`src/rtl/div_iter_if.sv`:
```
// Divide request/response bundle between the ALU (master) and div_iter (slave).
// Carries operands, mode, the start/annul handshake and the HI/LO result.
interface div_iter_if;
  logic        signed_div_i;
  logic [31:0] a;
  logic [31:0] b;
  logic        start_i;
  logic        annul_i;
  logic [63:0] result_o;
  logic        ready_o;

  modport master (
    output signed_div_i, a, b, start_i, annul_i,
    input  result_o, ready_o
  );

  modport slave (
    input  signed_div_i, a, b, start_i, annul_i,
    output result_o, ready_o
  );
endinterface

```
`src/rtl/div_iter.sv`:
```
// Iterative 32-bit radix-2 restoring divider, signed or unsigned, one quotient
// bit per cycle; returns {remainder, quotient} with a one-cycle ready pulse.
module div_iter (
  input  logic        clk,
  input  logic        rst,
  div_iter_if.slave   bus
);

  typedef enum logic [1:0] {IDLE, DIVBY0, ON, END} state_e;

  state_e      state, state_d;
  logic [4:0]  cnt;
  logic [31:0] rem, quo, divisor;
  logic        qneg, rneg;
  logic [31:0] abs_a, abs_b;
  logic [32:0] rem_sh, diff;
  logic [31:0] rem_step, quo_step;
  logic [63:0] result_d;
  logic        ready_d;
  logic        start_ok, abort;

  assign start_ok = (state == IDLE) && bus.start_i && !bus.annul_i;
  assign abort    = bus.annul_i || !bus.start_i;
  assign abs_a    = (bus.signed_div_i && bus.a[31]) ? -bus.a : bus.a;
  assign abs_b    = (bus.signed_div_i && bus.b[31]) ? -bus.b : bus.b;

  // State register.
  always_ff @(posedge clk) begin
    // NOTE: sequential state uses non-blocking assignments so every register
    // samples pre-edge values regardless of process ordering.
    if (rst) state <= IDLE;
    else     state <= state_d;
  end

  // Next-state logic.
  always_comb begin
    // NOTE: default first so no path leaves state_d unassigned (no latch).
    state_d = state;
    unique case (state)
      IDLE:    if (start_ok) state_d = (bus.b == 32'd0) ? DIVBY0 : ON;
      DIVBY0:  state_d = abort ? IDLE : END;
      ON:      if (abort) state_d = IDLE;
               else if (cnt == 5'd31) state_d = END;
      END:     if (abort) state_d = IDLE;
      default: state_d = IDLE;
    endcase
  end

  // One restoring step. The remainder always stays below the divisor, so its
  // top bit is only needed transiently in the shifted 33-bit value.
  always_comb begin
    rem_sh = {rem, quo[31]};
    diff   = rem_sh - {1'b0, divisor};
    if (!diff[32]) begin
      rem_step = diff[31:0];
      quo_step = {quo[30:0], 1'b1};
    end else begin
      rem_step = rem_sh[31:0];
      quo_step = {quo[30:0], 1'b0};
    end
  end

  // Output logic: next values of the registered result and ready.
  always_comb begin
    result_d = bus.result_o;
    ready_d  = (state_d == END);
    if (state == ON && state_d == END)
      result_d = {rneg ? -rem_step : rem_step, qneg ? -quo_step : quo_step};
    else if (state == DIVBY0 && state_d == END)
      result_d = 64'h0;
  end

  always_ff @(posedge clk) begin
    if (rst) begin
      cnt          <= 5'd0;
      bus.result_o <= 64'h0;
      bus.ready_o  <= 1'b0;
    end else begin
      bus.result_o <= result_d;
      bus.ready_o  <= ready_d;
      if (state == ON) cnt <= cnt + 5'd1;
      else             cnt <= 5'd0;
    end
  end

  // NOTE: the working registers carry no reset; they are always loaded on the
  // accepting IDLE cycle before anything reads them.
  always_ff @(posedge clk) begin
    if (start_ok) begin
      rem     <= 32'd0;
      quo     <= abs_a;
      divisor <= abs_b;
      qneg    <= bus.signed_div_i && (bus.a[31] ^ bus.b[31]);
      rneg    <= bus.signed_div_i && bus.a[31];
    end else if (state == ON) begin
      rem <= rem_step;
      quo <= quo_step;
    end
  end

endmodule
```
`src/flat_wrapper.sv`:
```
// flat-port wrapper written by rule: the top's interface ports become plain ports
module div_iter_flat 
  (clk, rst, bus_signed_div_i, bus_a, bus_b, bus_start_i, bus_annul_i, bus_result_o, bus_ready_o);
  div_iter_if bus_i ();
  input  logic clk;
  input  logic rst;
  input wire logic [$bits(bus_i.signed_div_i)-1:0] bus_signed_div_i;
  input wire logic [$bits(bus_i.a)-1:0] bus_a;
  input wire logic [$bits(bus_i.b)-1:0] bus_b;
  input wire logic [$bits(bus_i.start_i)-1:0] bus_start_i;
  input wire logic [$bits(bus_i.annul_i)-1:0] bus_annul_i;
  output wire logic [$bits(bus_i.result_o)-1:0] bus_result_o;
  output wire logic [$bits(bus_i.ready_o)-1:0] bus_ready_o;
  assign bus_i.signed_div_i = bus_signed_div_i;
  assign bus_i.a = bus_a;
  assign bus_i.b = bus_b;
  assign bus_i.start_i = bus_start_i;
  assign bus_i.annul_i = bus_annul_i;
  assign bus_result_o = bus_i.result_o;
  assign bus_ready_o = bus_i.ready_o;
  div_iter u_core (.clk(clk), .rst(rst), .bus(bus_i));
endmodule
```
`config.mk`:
```
export PLATFORM = sky130hd
export DESIGN_NAME = div_iter_flat
export DESIGN_NICKNAME = d
export VERILOG_FILES = /design/src/rtl/div_iter_if.sv /design/src/rtl/div_iter.sv /design/src/flat_wrapper.sv
export SDC_FILE = /design/constraint.sdc
export NUM_CORES = 1
export LEC_CHECK = 0
export BUFFER_PORTS_ARGS = -buffer_cell sky130_fd_sc_hd__buf_2
export CORE_ASPECT_RATIO = 0.5
export CORE_MARGIN = 1
export CORE_UTILIZATION = 59
export DETAILED_ROUTE_END_ITERATION = 16
export GPL_ROUTABILITY_DRIVEN = 0
export PLACE_DENSITY_LB_ADDON = 0.12
export SETUP_SLACK_MARGIN = 0.05
export SLEW_MARGIN = 0
export SYNTH_ARGS = -nofsm -noshare
export SYNTH_HDL_FRONTEND = slang
export SYNTH_SLANG_ARGS = --single-unit
```
`constraint.sdc`:
```
create_clock -name clk -period 7.38 [get_ports clk]
set_input_delay 0.369 -clock clk [delete_from_list [all_inputs] [get_ports clk]]
set_output_delay 0.369 -clock clk [all_outputs]
set_load 0.03 [all_outputs]
```
* After elaboration in Yosys (flattened, before gate mapping)
Index checks and enable logic that the tools add are counted.
** Operators by class
- Add/subtract/negate cells :: 6
- Equality and inequality tests :: 5
- Mux-type cells :: 17
- Bitwise gates (word level) :: 2
- Reduce and logical (&&, ||, !) cells :: 15
** Operators by type and width (count)
- 2-to-1 mux 32 bit :: 7
- 2-to-1 mux 64 bit :: 2
- negator 32 bit :: 4
- subtractor 33 x 32 -> 33 bit :: 1
- logical NOT 32 bit :: 1
- 2-to-1 mux 2 bit :: 6
- case mux 2 bit (4 select lines) :: 1
- logical AND 1 bit :: 7
- == test 2 bit, second input constant :: 3
- adder 5 x 1 -> 5 bit, second input constant :: 1
- == test 5 bit, second input constant :: 1
- nonzero test 2 bit :: 2
- == test 2 x 1 -> 1 bit, second input constant :: 1
- logical NOT 1 bit :: 2
- logical NOT 2 bit :: 1
- OR reduction 2 bit :: 1
- logical OR 1 bit :: 1
- 2-to-1 mux 1 bit :: 1
- NOT 1 bit :: 1
- bitwise XOR 1 bit :: 1
** Storage, ports and cells
- Register bits :: 170
- Word-level logic and storage cells :: 54

* Longest topological paths before layout
Gate-level depths: netlist of run 1.
- Depth after elaboration :: 9
- Depth in mapped cells :: 25
- Depth with buffers taken out :: 23

* Worst setup path before layout of run 1
OpenSTA, ideal clock, no wires.
- Path type :: reg-to-reg
- Start point :: register u_core.quo[31]
- End point :: register u_core.bus.result_o[54]
- Library setup time :: 0.117 ns
- Arrival :: 5.451 ns
- Slack :: 1.812 ns
- Stages on the path, launching flop included :: 25
- Cells stage by stage :: edfxtp_1 > inv_1 > ha_1 > inv_1 > fa_1 > a211oi_2 > nor4_4 > o211ai_2 > a21oi_2 > o31a_1 > nor2_4 > buf_2 > buf_1 > buf_2 > mux2i_1 > ha_1 > nand4bb_1 > nor4_1 > nand3b_1 > mux2i_1 > nand3_1 > o21ai_0 > o21ai_0 > xnor2_1 > a22o_1
** Between the ends
- Longest elaborated chain between the ends :: 5
** RTL lines
- start, declared :: line div_iter.sv:13 : logic [31:0] rem, quo, divisor;
- start signal, assigned :: line div_iter.sv:91 : quo <= abs_a;
- start signal, assigned :: line div_iter.sv:97 : quo <= quo_step;
- subtractor 33 x 32 -> 33 bit :: line div_iter.sv:53 : diff = rem_sh - {1'b0, divisor};
- 2-to-1 mux 32 bit * :: line div_iter.sv:54 : if (!diff[32]) begin
- negator 32 bit :: line div_iter.sv:68 : result_d = {rneg ? -rem_step : rem_step, qneg ? -quo_step : quo_step};
- 2-to-1 mux 32 bit * :: line div_iter.sv:68
- 2-to-1 mux 64 bit * :: line div_iter.sv:67 : if (state == ON && state_d == END)
- end signal, assigned :: line div_iter.sv:79 : bus.result_o <= result_d;
- end, declared :: line div_iter_if.sv:19 : output result_o, ready_o
Mark *: on every way between the ends. The rest lies on a longest branch, timed or not.
A chain may end at the register's enable or synchronous reset.

* Worst setup path in the final report of run 1
Ends and elaborated chain as after synthesis.

==> impl_summary.txt, run 1 <==
----------------------------------------------------
[Synthesis]
  Top post-synthesis cells by area ... sky130_fd_sc_hd__dfxtp_1, sky130_fd_sc_hd__edfxtp_1, sky130_fd_sc_hd__xnor2_1, sky130_fd_sc_hd__xor2_1, sky130_fd_sc_hd__a21oi_1
  Number of enable-type register cells in the synthesized netlist ... 66
  Largest area contributor in the synthesized netlist ... sky130_fd_sc_hd__dfxtp_1
  YS warnings ... 0
  Number of flip-flops and latches in the synthesized netlist ... 170
  Area share of the largest cell type after synthesis ... 19.3%
  Synthesized area per cell ... approximately 8.6 sq um
  Most instantiated flip-flop cell in the synthesis netlist ... sky130_fd_sc_hd__dfxtp_1
  Number of different library cells in the post-synthesis netlist ... 72
  Cell area after synthesis ... 10800 sq um
  Mapped Cells ... about 1300
  Total nets after synthesis ... 1361
  Async SR Flop Fraction ... 0%
  Sequential area share after synthesis ... between 30% and 40%

[Routing]
  Wire length per cell ... between 15 and 20 um
  Count of TritonRoute iterations in the first routing pass ... 7
  Routed wire length ... between 20000 and 30000 um
  Total number of vias ... between 9000 and 10000
  DRC errors left ... 0
  Initial detailed-routing violation count ... between 600 and 700
  Average via count per standard cell ... 6.12
  Post-detailed-route count of antenna-violating nets ... 0

[Power]
  Fraction of power consumed by sequential logic ... a little under half
  Switching power total ... 620 uW
  Clock network power share ... 40.5%
  Highest ir drop seen on vdd ... approximately 150 uV
  Int Pwr ... about 1.6 mW
  Logic gate share of total power ... a little over an eighth
  Power per standard cell area ... roughly 180 nW/um^2
  Leak Pwr ... around 5 nW
  Switching power share of the total ... between 20% and 30%

[Layout]
  Commonest cells after routing, fill and taps aside ... sky130_fd_sc_hd__buf_2, sky130_fd_sc_hd__nor2_1, sky130_fd_sc_hd__nand2_1
  Net count, final ... 1468
  Area overhead of the layout relative to synthesis ... 13.0%
  Number of non-filler instances in the completed layout ... roughly 1600
  Diode insertion count for antenna repair ... 0
  Most frequent standard cell in the layout excluding fill and tap cells ... sky130_fd_sc_hd__buf_2
  Proportion of layout cells with a drive suffix above 1 ... roughly 14%

[Clock network]
  Clock tree from TritonCTS ... built
  Clk Latency, worst-skew pair ... between 0.4 and 0.5 ns
  CTS clk-pin slew, worst paths ... around 0.070 ns
  H-tree levels ... 4
  Total number of clock tree sinks ... 170
  Post-CTS Hold Fix Bufs ... 0
  Number of resized instances in the post-cts repair step ... 0
  Number of post-CTS setup repair buffers ... 0
  Maximum buffer depth of the clock tree ... 2
  Number of clock buffers inserted by TritonCTS ... 17
  Root buffer cell ... sky130_fd_sc_hd__clkbuf_16

[Critical path]
  Worst-path fanout max ... 27
  Series of cell instances along the critical path ... inv_1, ha_1, inv_1, fa_1, a211oi_2, nor4_4, o211ai_2, a21oi_2, o31a_1, nor2_4, inv_2, a21oi_1, ha_1, nand4bb_1, nor4_1, nand3b_1, mux2i_1, nand3_1, o21ai_0, o21ai_0, xnor2_1, a22o_1
  Family of cells with the greatest summed delay on the critical path ... compound AO/OA/AOI/OAI gates
  Crit start category ... register
  Buffers and inverters on the worst path ... 3
  Data arrival time of the critical path ... between 6 and 7 ns
  Length in cells of the worst reg-to-reg path ... 22
  Number of cells on the critical path ... 22
  Crit path required time ... a little under 8 ns
  Kind of end point of the critical path ... register
  Critical Path Slowest Stage Cell ... sky130_fd_sc_hd__nor2_4
  Slowest stage delay, CP ... between 0.5 and 0.6 ns
  Class of the most critical setup path ... register to register

[Timing]
  Setup TNS ... 0 ns
  Slew Viols, Final ... 0
  Setup repair after global routing missed its margin ... no
  Final period util ... a little over four fifths
  Final critical-path required period ... slightly above 6 ns
  Number of endpoints failing setup at the final stage ... 0
  Highest achievable clock rate ... approximately 160 MHz
  Final Hold Viols ... 0
  Worst slew margin ... between 20 and 30%
  Transition at the pin with the smallest max-transition slack ... between 1 and 1.5 ns
  Final setup skew ... around 0.011 ns

[Flow run]
  Total of max-cap violations ... 0

[Die]
  Die height ... 97.6 um
  Number of rows created at floorplan ... 34
  Number of I/O pins ... roughly 130
  Horizontal extent of the die ... approximately 190 um
  Initial cell density of the core ... approximately 61%
  Die Outline Area ... between 15000 and 20000 sq um
  Core Box Area ... between 15000 and 20000 sq um

[Placement]
  I/O Buffers ... 133
  Final HPWL DP ... slightly above 20000 um
  Number of cells after detailed placement ... between 1500 and 2000

[Global route]
  Met3 track demand over resource ... roughly 5.2%
  Gr usage total ... a little under a third
  GR Util met2 ... around half
  Met1 GRT Util ... around two fifths
  Aggregate global routing overflow ... 0
  Initial antenna violation count ... 0
  Global routing's busiest layer ... met2
  Pin count of the biggest net entering global routing ... 104
  Wire length of the first global-routing pass ... 45500 um
  Via count of the first global-routing pass ... around 9500

[Worst hold path]
  Number of cells on the worst hold path ... 1
  Worst min-delay path class ... input pin to register

[Outcome]
  Result of the run ... completed

----------------------------------------------------
[registers in the layout, indices dropped and copies added (netlist names)]
signal and count:
u_core.bus.result_o 64, u_core.divisor 32, u_core.quo 32, u_core.rem 32, u_core.cnt 5, u_core.state 2
u_core.bus.ready_o 1, u_core.qneg 1, u_core.rneg 1
[power groups by stage]
stage | Combinational [mW] | Clock (mW) | Sequential (mW)
after floorplan | 0.213 | 0 | 1.05
after global placement | 0.284 | 0 | 1.05
after detailed placement | 0.291 | 0 | 1.06
after CTS | 0.294 | 0.910 | 1.03
after global routing | 0.329 | 0.951 | 1.04
final | 0.298 | 0.907 | 1.04
[worst reg2reg max path: stages (launching register included)]
cell	delay (ns)
sky130_fd_sc_hd__edfxtp_1	0.43
sky130_fd_sc_hd__inv_1	0.08
sky130_fd_sc_hd__ha_1	0.16
sky130_fd_sc_hd__inv_1	0.07
sky130_fd_sc_hd__fa_1	0.42
sky130_fd_sc_hd__a211oi_2	0.37
sky130_fd_sc_hd__nor4_4	0.11
sky130_fd_sc_hd__o211ai_2	0.25
sky130_fd_sc_hd__a21oi_2	0.11
sky130_fd_sc_hd__o31a_1	0.38
sky130_fd_sc_hd__nor2_4	0.51
sky130_fd_sc_hd__inv_2	0.38
sky130_fd_sc_hd__a21oi_1	0.36
sky130_fd_sc_hd__ha_1	0.25
sky130_fd_sc_hd__nand4bb_1	0.16
sky130_fd_sc_hd__nor4_1	0.40
sky130_fd_sc_hd__nand3b_1	0.13
sky130_fd_sc_hd__mux2i_1	0.35
sky130_fd_sc_hd__nand3_1	0.14
sky130_fd_sc_hd__o21ai_0	0.45
sky130_fd_sc_hd__o21ai_0	0.21
sky130_fd_sc_hd__xnor2_1	0.16
sky130_fd_sc_hd__a22o_1	0.19
[metrics by stage]
step           hold slack, ns  cell area [sq um]  setup slack [ns]  total power, mW  util, %
2_1_floorplan           0.432              10800              1.81             1.26        -
3_3_place_gp            0.440              11600              1.67             1.34     65.9
3_5_place_dp            0.455              11600              1.42             1.35     65.9
4_1_cts                 0.151              12200              1.35             2.24     69.2
5_1_grt                 0.142              12200             0.792             2.32     69.2
6_report                0.148              12200              1.23             2.24     69.2
[cell type report]
| type | count | area, sq um |
|---|---|---|
| repair buffers | 143 | 741 |
| clock buffers | 19 | 454 |
| inverters | 58 | 218 |
| flip-flops and latches | 170 | 4060 |
| multi-input cells | 970 | 6280 |
| clock inverters | 13 | 131 |
| well taps | 234 | 293 |
| fillers | 1449 | 5430 |
[routing by layer]
metal / vias to the layer above / part of all wire (%)
met4: 0 / 2.3
met1: 4646 / 45
met2: 379 / 47
met3: 69 / 6.4
met5: - / 0
li1: 4748 / -
[worst paths after layout]
path	startpoint	to	slack, ns
max reg2reg	u_core.quo[31]	u_core.bus.result_o[54]	1.23
min	bus_b[0]	u_core.divisor[0]	0.15
max	u_core.quo[31]	u_core.bus.result_o[54]	1.23
min reg2reg	u_core.cnt[0]	u_core.cnt[0]	0.47
[cells in the mapped netlist (35+ instances only)]
library cell               number
sky130_fd_sc_hd__edfxtp_1      66
sky130_fd_sc_hd__a21oi_1      100
sky130_fd_sc_hd__o21ai_0       83
sky130_fd_sc_hd__inv_1         55
sky130_fd_sc_hd__clkbuf_1      42
sky130_fd_sc_hd__xor2_1        65
sky130_fd_sc_hd__dfxtp_1      104
sky130_fd_sc_hd__ha_1          38
sky130_fd_sc_hd__a22oi_1       35
sky130_fd_sc_hd__nor3_1        35
sky130_fd_sc_hd__nor2_1       133
sky130_fd_sc_hd__xnor2_1       84
sky130_fd_sc_hd__nand2_1      119
[cells by family after synthesis]
kind of cell    count (synthesis)  synth area share, %
compound gates                352                 21.1
flops                         170                 37.7
fa+ha+maj                      39                 4.60
mux                            29                 2.70
simple gates                  401                 17.7
buf+inv                       113                 4.06
xor+xnor                      149                 12.1
Note: power is estimated with default switching activity, not from simulation.
==> run 2, diff against run 1 <==
==> constraint.sdc (replaced) <==
create_clock -name clk -period 6.35 [get_ports clk]
set_input_delay 0.3175 -clock clk [delete_from_list [all_inputs] [get_ports clk]]
set_output_delay 0.3175 -clock clk [all_outputs]
set_load 0.03 [all_outputs]
==> impl_summary.txt, run 2 (synthesis results as in run 1) <==
----------------------------------------------------
[Clock network]
  Post-CTS Hold Fix Bufs ... 0 (unchanged)
  Clock tree from TritonCTS ... built
  Maximum buffer depth of the clock tree ... 2 (unchanged)
  H-tree levels ... 4 (unchanged)
  CTS clk-pin slew, worst paths ... 0.07 ns (about the same)
  Number of clock buffers inserted by TritonCTS ... 17 (unchanged)
  Total number of clock tree sinks ... 170 (unchanged)
  Number of resized instances in the post-cts repair step ... 0 (unchanged)
  Clk Latency, worst-skew pair ... 0.44 ns (about the same)
  Number of post-CTS setup repair buffers ... 0 (unchanged)
  Root buffer cell ... sky130_fd_sc_hd__clkbuf_16

[Flow run]
  Total of max-cap violations ... 0 (unchanged)

[Routing]
  DRC errors left ... 0 (unchanged)
  Average via count per standard cell ... 6.03 (-1.6%)
  Post-detailed-route count of antenna-violating nets ... 0 (unchanged)
  Wire length per cell ... 17.3 um (-1.0%)
  Initial detailed-routing violation count ... 796 (+17%)
  Total number of vias ... 9694 (-1.5%)
  Count of TritonRoute iterations in the first routing pass ... 7 (unchanged)
  Routed wire length ... 27800 um (-0.96%)

[Timing]
  Worst slew margin ... 28.8% (+1.2 points)
  Highest achievable clock rate ... 174 MHz (+7.1%)
  Slew Viols, Final ... 0 (unchanged)
  Final setup skew ... 0.0111 ns (+0.000425 ns)
  Final period util ... 90.5% (+7.1 points)
  Transition at the pin with the smallest max-transition slack ... 1.07 ns (-0.0176 ns)
  Final Hold Viols ... 0 (unchanged)
  Final critical-path required period ... 5.75 ns (-0.406 ns)
  Setup TNS ... 0 ns (unchanged)
  Setup slack after layout ... 0.603 ns (-0.624 ns)
  Number of endpoints failing setup at the final stage ... 0 (unchanged)
  Setup repair after global routing missed its margin ... no

[Layout]
  Final Core Density ... 69.4% (+0.18 points)
  Diode insertion count for antenna repair ... 0 (unchanged)
  Final instance area ... 12200 sq um (+0.27%)
  Most frequent standard cell in the layout excluding fill and tap cells ... sky130_fd_sc_hd__buf_2
  Register name with the most flops ... u_core.bus.result_o
  Count of filler cells inserted in the layout ... 1464 (+1.0%)
  Area used by multi-input combinational logic ... 6280 sq um (unchanged)
  Proportion of layout cells with a drive suffix above 1 ... 14.3% (+0.14 points)
  Area taken by flip-flops and latches ... 4060 sq um (unchanged)
  Number of flip-flops under the largest register name ... 64 (unchanged)
  Net count, final ... 1469 (+0.068%)
  Commonest cells after routing, fill and taps aside ... sky130_fd_sc_hd__buf_2, sky130_fd_sc_hd__nor2_1, sky130_fd_sc_hd__nand2_1
  Area overhead of the layout relative to synthesis ... 13.3%

[Die]
  Number of rows created at floorplan ... 34 (unchanged)
  Horizontal extent of the die ... 193 um (unchanged)
  Die Outline Area ... 18800 sq um (unchanged)
  Initial cell density of the core ... 61.2% (unchanged)
  Core Box Area ... 17600 sq um (unchanged)
  Die height ... 97.6 um (unchanged)
  Number of I/O pins ... 134 (unchanged)

[Power]
  Total power draw ... 2.62 mW (+17%)
  Switching power share of the total ... 28.7% (+0.99 points)
  Fraction of power consumed by sequential logic ... 45.8% (-0.4 points)
  Highest ir drop seen on vdd ... 184 uV (+26%)
  Logic gate share of total power ... 13.3% (about the same)
  Leak Pwr ... 4.99 nW (+0.21%)
  Switching power total ... 752 uW (+21%)
  Int Pwr ... 1.87 mW (+15%)
  Clock network power share ... 40.9% (+0.4 points)
  Power per standard cell area ... 215 nW/um^2 (+17%)

[Critical path]
  Data arrival time of the critical path ... 6.07 ns (-0.42 ns)
  Crit start category ... register
  Class of the most critical setup path ... register to register
  Crit path required time ... 6.67 ns (-1.04 ns)
  Kind of end point of the critical path ... register
  Worst-path fanout max ... 26 (-3.7%)

[Placement]
  Pre-CTS WS ... 0.801 ns (-0.619 ns)
  Placed instance area ... 11600 sq um (about the same)
  Final HPWL DP ... 20300 um (about the same)
  I/O Buffers ... 133 (unchanged)

[Global route]
  Gr usage total ... 30.1% (-0.24 points)
  Via count of the first global-routing pass ... 9230 (-2.4%)
  Initial antenna violation count ... 0 (unchanged)
  Aggregate global routing overflow ... 0 (unchanged)
  Wire length of the first global-routing pass ... 45200 um (-0.73%)
  Pin count of the biggest net entering global routing ... 103 (-0.96%)

[Worst hold path]
  Worst min-delay path class ... input pin to register

[Outcome]
  Result of the run ... completed

----------------------------------------------------
## run 2: cell count changes in the layout (fill, tap and decap cells not counted), sizes merged
cell	previous run	this run
buf	143	144
clkinv	7	8
bufinv	1	0
## run 2: path summary, 6_finish.rpt
kind | end | slack (ns) | startpoint | cells past startpoint
max | u_core.bus.result_o[54] | 0.60 | u_core.quo[31] | 24
min | u_core.divisor[0] | 0.11 | bus_b[0] | 1
max reg2reg | u_core.bus.result_o[54] | 0.60 | u_core.quo[31] | 24
min reg2reg | u_core.bus.result_o[35] | 0.48 | u_core.bus.result_o[35] | 2
## run 2: final cells by class
class | count | area share (%)
multi-input cells | 970 | 51.4
flip-flops and latches | 170 | 33.3
repair buffers | 144 | 6.12
clock buffers | 19 | 3.80
well taps | 234 | 2.40
inverters | 58 | 1.78
clock inverters | 13 | 1.20
## run 2: routing by layer
layer / track usage, % / up-vias / share of wire, %
li1: - / 4741 / -
met5: 0 / - / 0
met1: 39.9 / 4568 / 45
met4: 7.81 / 0 / 1.6
met2: 50.6 / 343 / 47
met3: 5.27 / 42 / 6.2
## run 2: stage by stage
stage	cells	hold WS (ns)
after global placement	1576	0.453
after floorplan	1253	0.416
final	1608	0.114
after global routing	1608	0.0996
after detailed placement	1576	0.458
after CTS	1608	0.106
## run 2: worst max-delay path: stages (launching register included)
cell	delay, ns
sky130_fd_sc_hd__edfxtp_1	0.44
sky130_fd_sc_hd__inv_1	0.08
sky130_fd_sc_hd__ha_1	0.15
sky130_fd_sc_hd__inv_1	0.06
sky130_fd_sc_hd__fa_1	0.42
sky130_fd_sc_hd__a211oi_2	0.39
sky130_fd_sc_hd__nor4_4	0.11
sky130_fd_sc_hd__o211ai_2	0.24
sky130_fd_sc_hd__a21oi_2	0.11
sky130_fd_sc_hd__o21ai_2	0.28
sky130_fd_sc_hd__nor2_4	0.12
sky130_fd_sc_hd__inv_2	0.08
sky130_fd_sc_hd__buf_4	0.29
sky130_fd_sc_hd__nor2_1	0.07
sky130_fd_sc_hd__a21oi_1	0.26
sky130_fd_sc_hd__ha_1	0.27
sky130_fd_sc_hd__nand4bb_1	0.17
sky130_fd_sc_hd__nor4_1	0.44
sky130_fd_sc_hd__nand3b_1	0.14
sky130_fd_sc_hd__mux2i_1	0.31
sky130_fd_sc_hd__nand3_1	0.16
sky130_fd_sc_hd__o21ai_0	0.45
sky130_fd_sc_hd__o21ai_0	0.21
sky130_fd_sc_hd__xnor2_1	0.17
sky130_fd_sc_hd__a22o_1	0.20
## run 2: power groups by stage
stage	registers, mW	logic [mW]	clock network (mW)
final	1.20	0.349	1.07
after global routing	1.20	0.385	1.13
after CTS	1.20	0.346	1.08
after detailed placement	1.22	0.341	0
after global placement	1.22	0.332	0
after floorplan	1.22	0.247	0
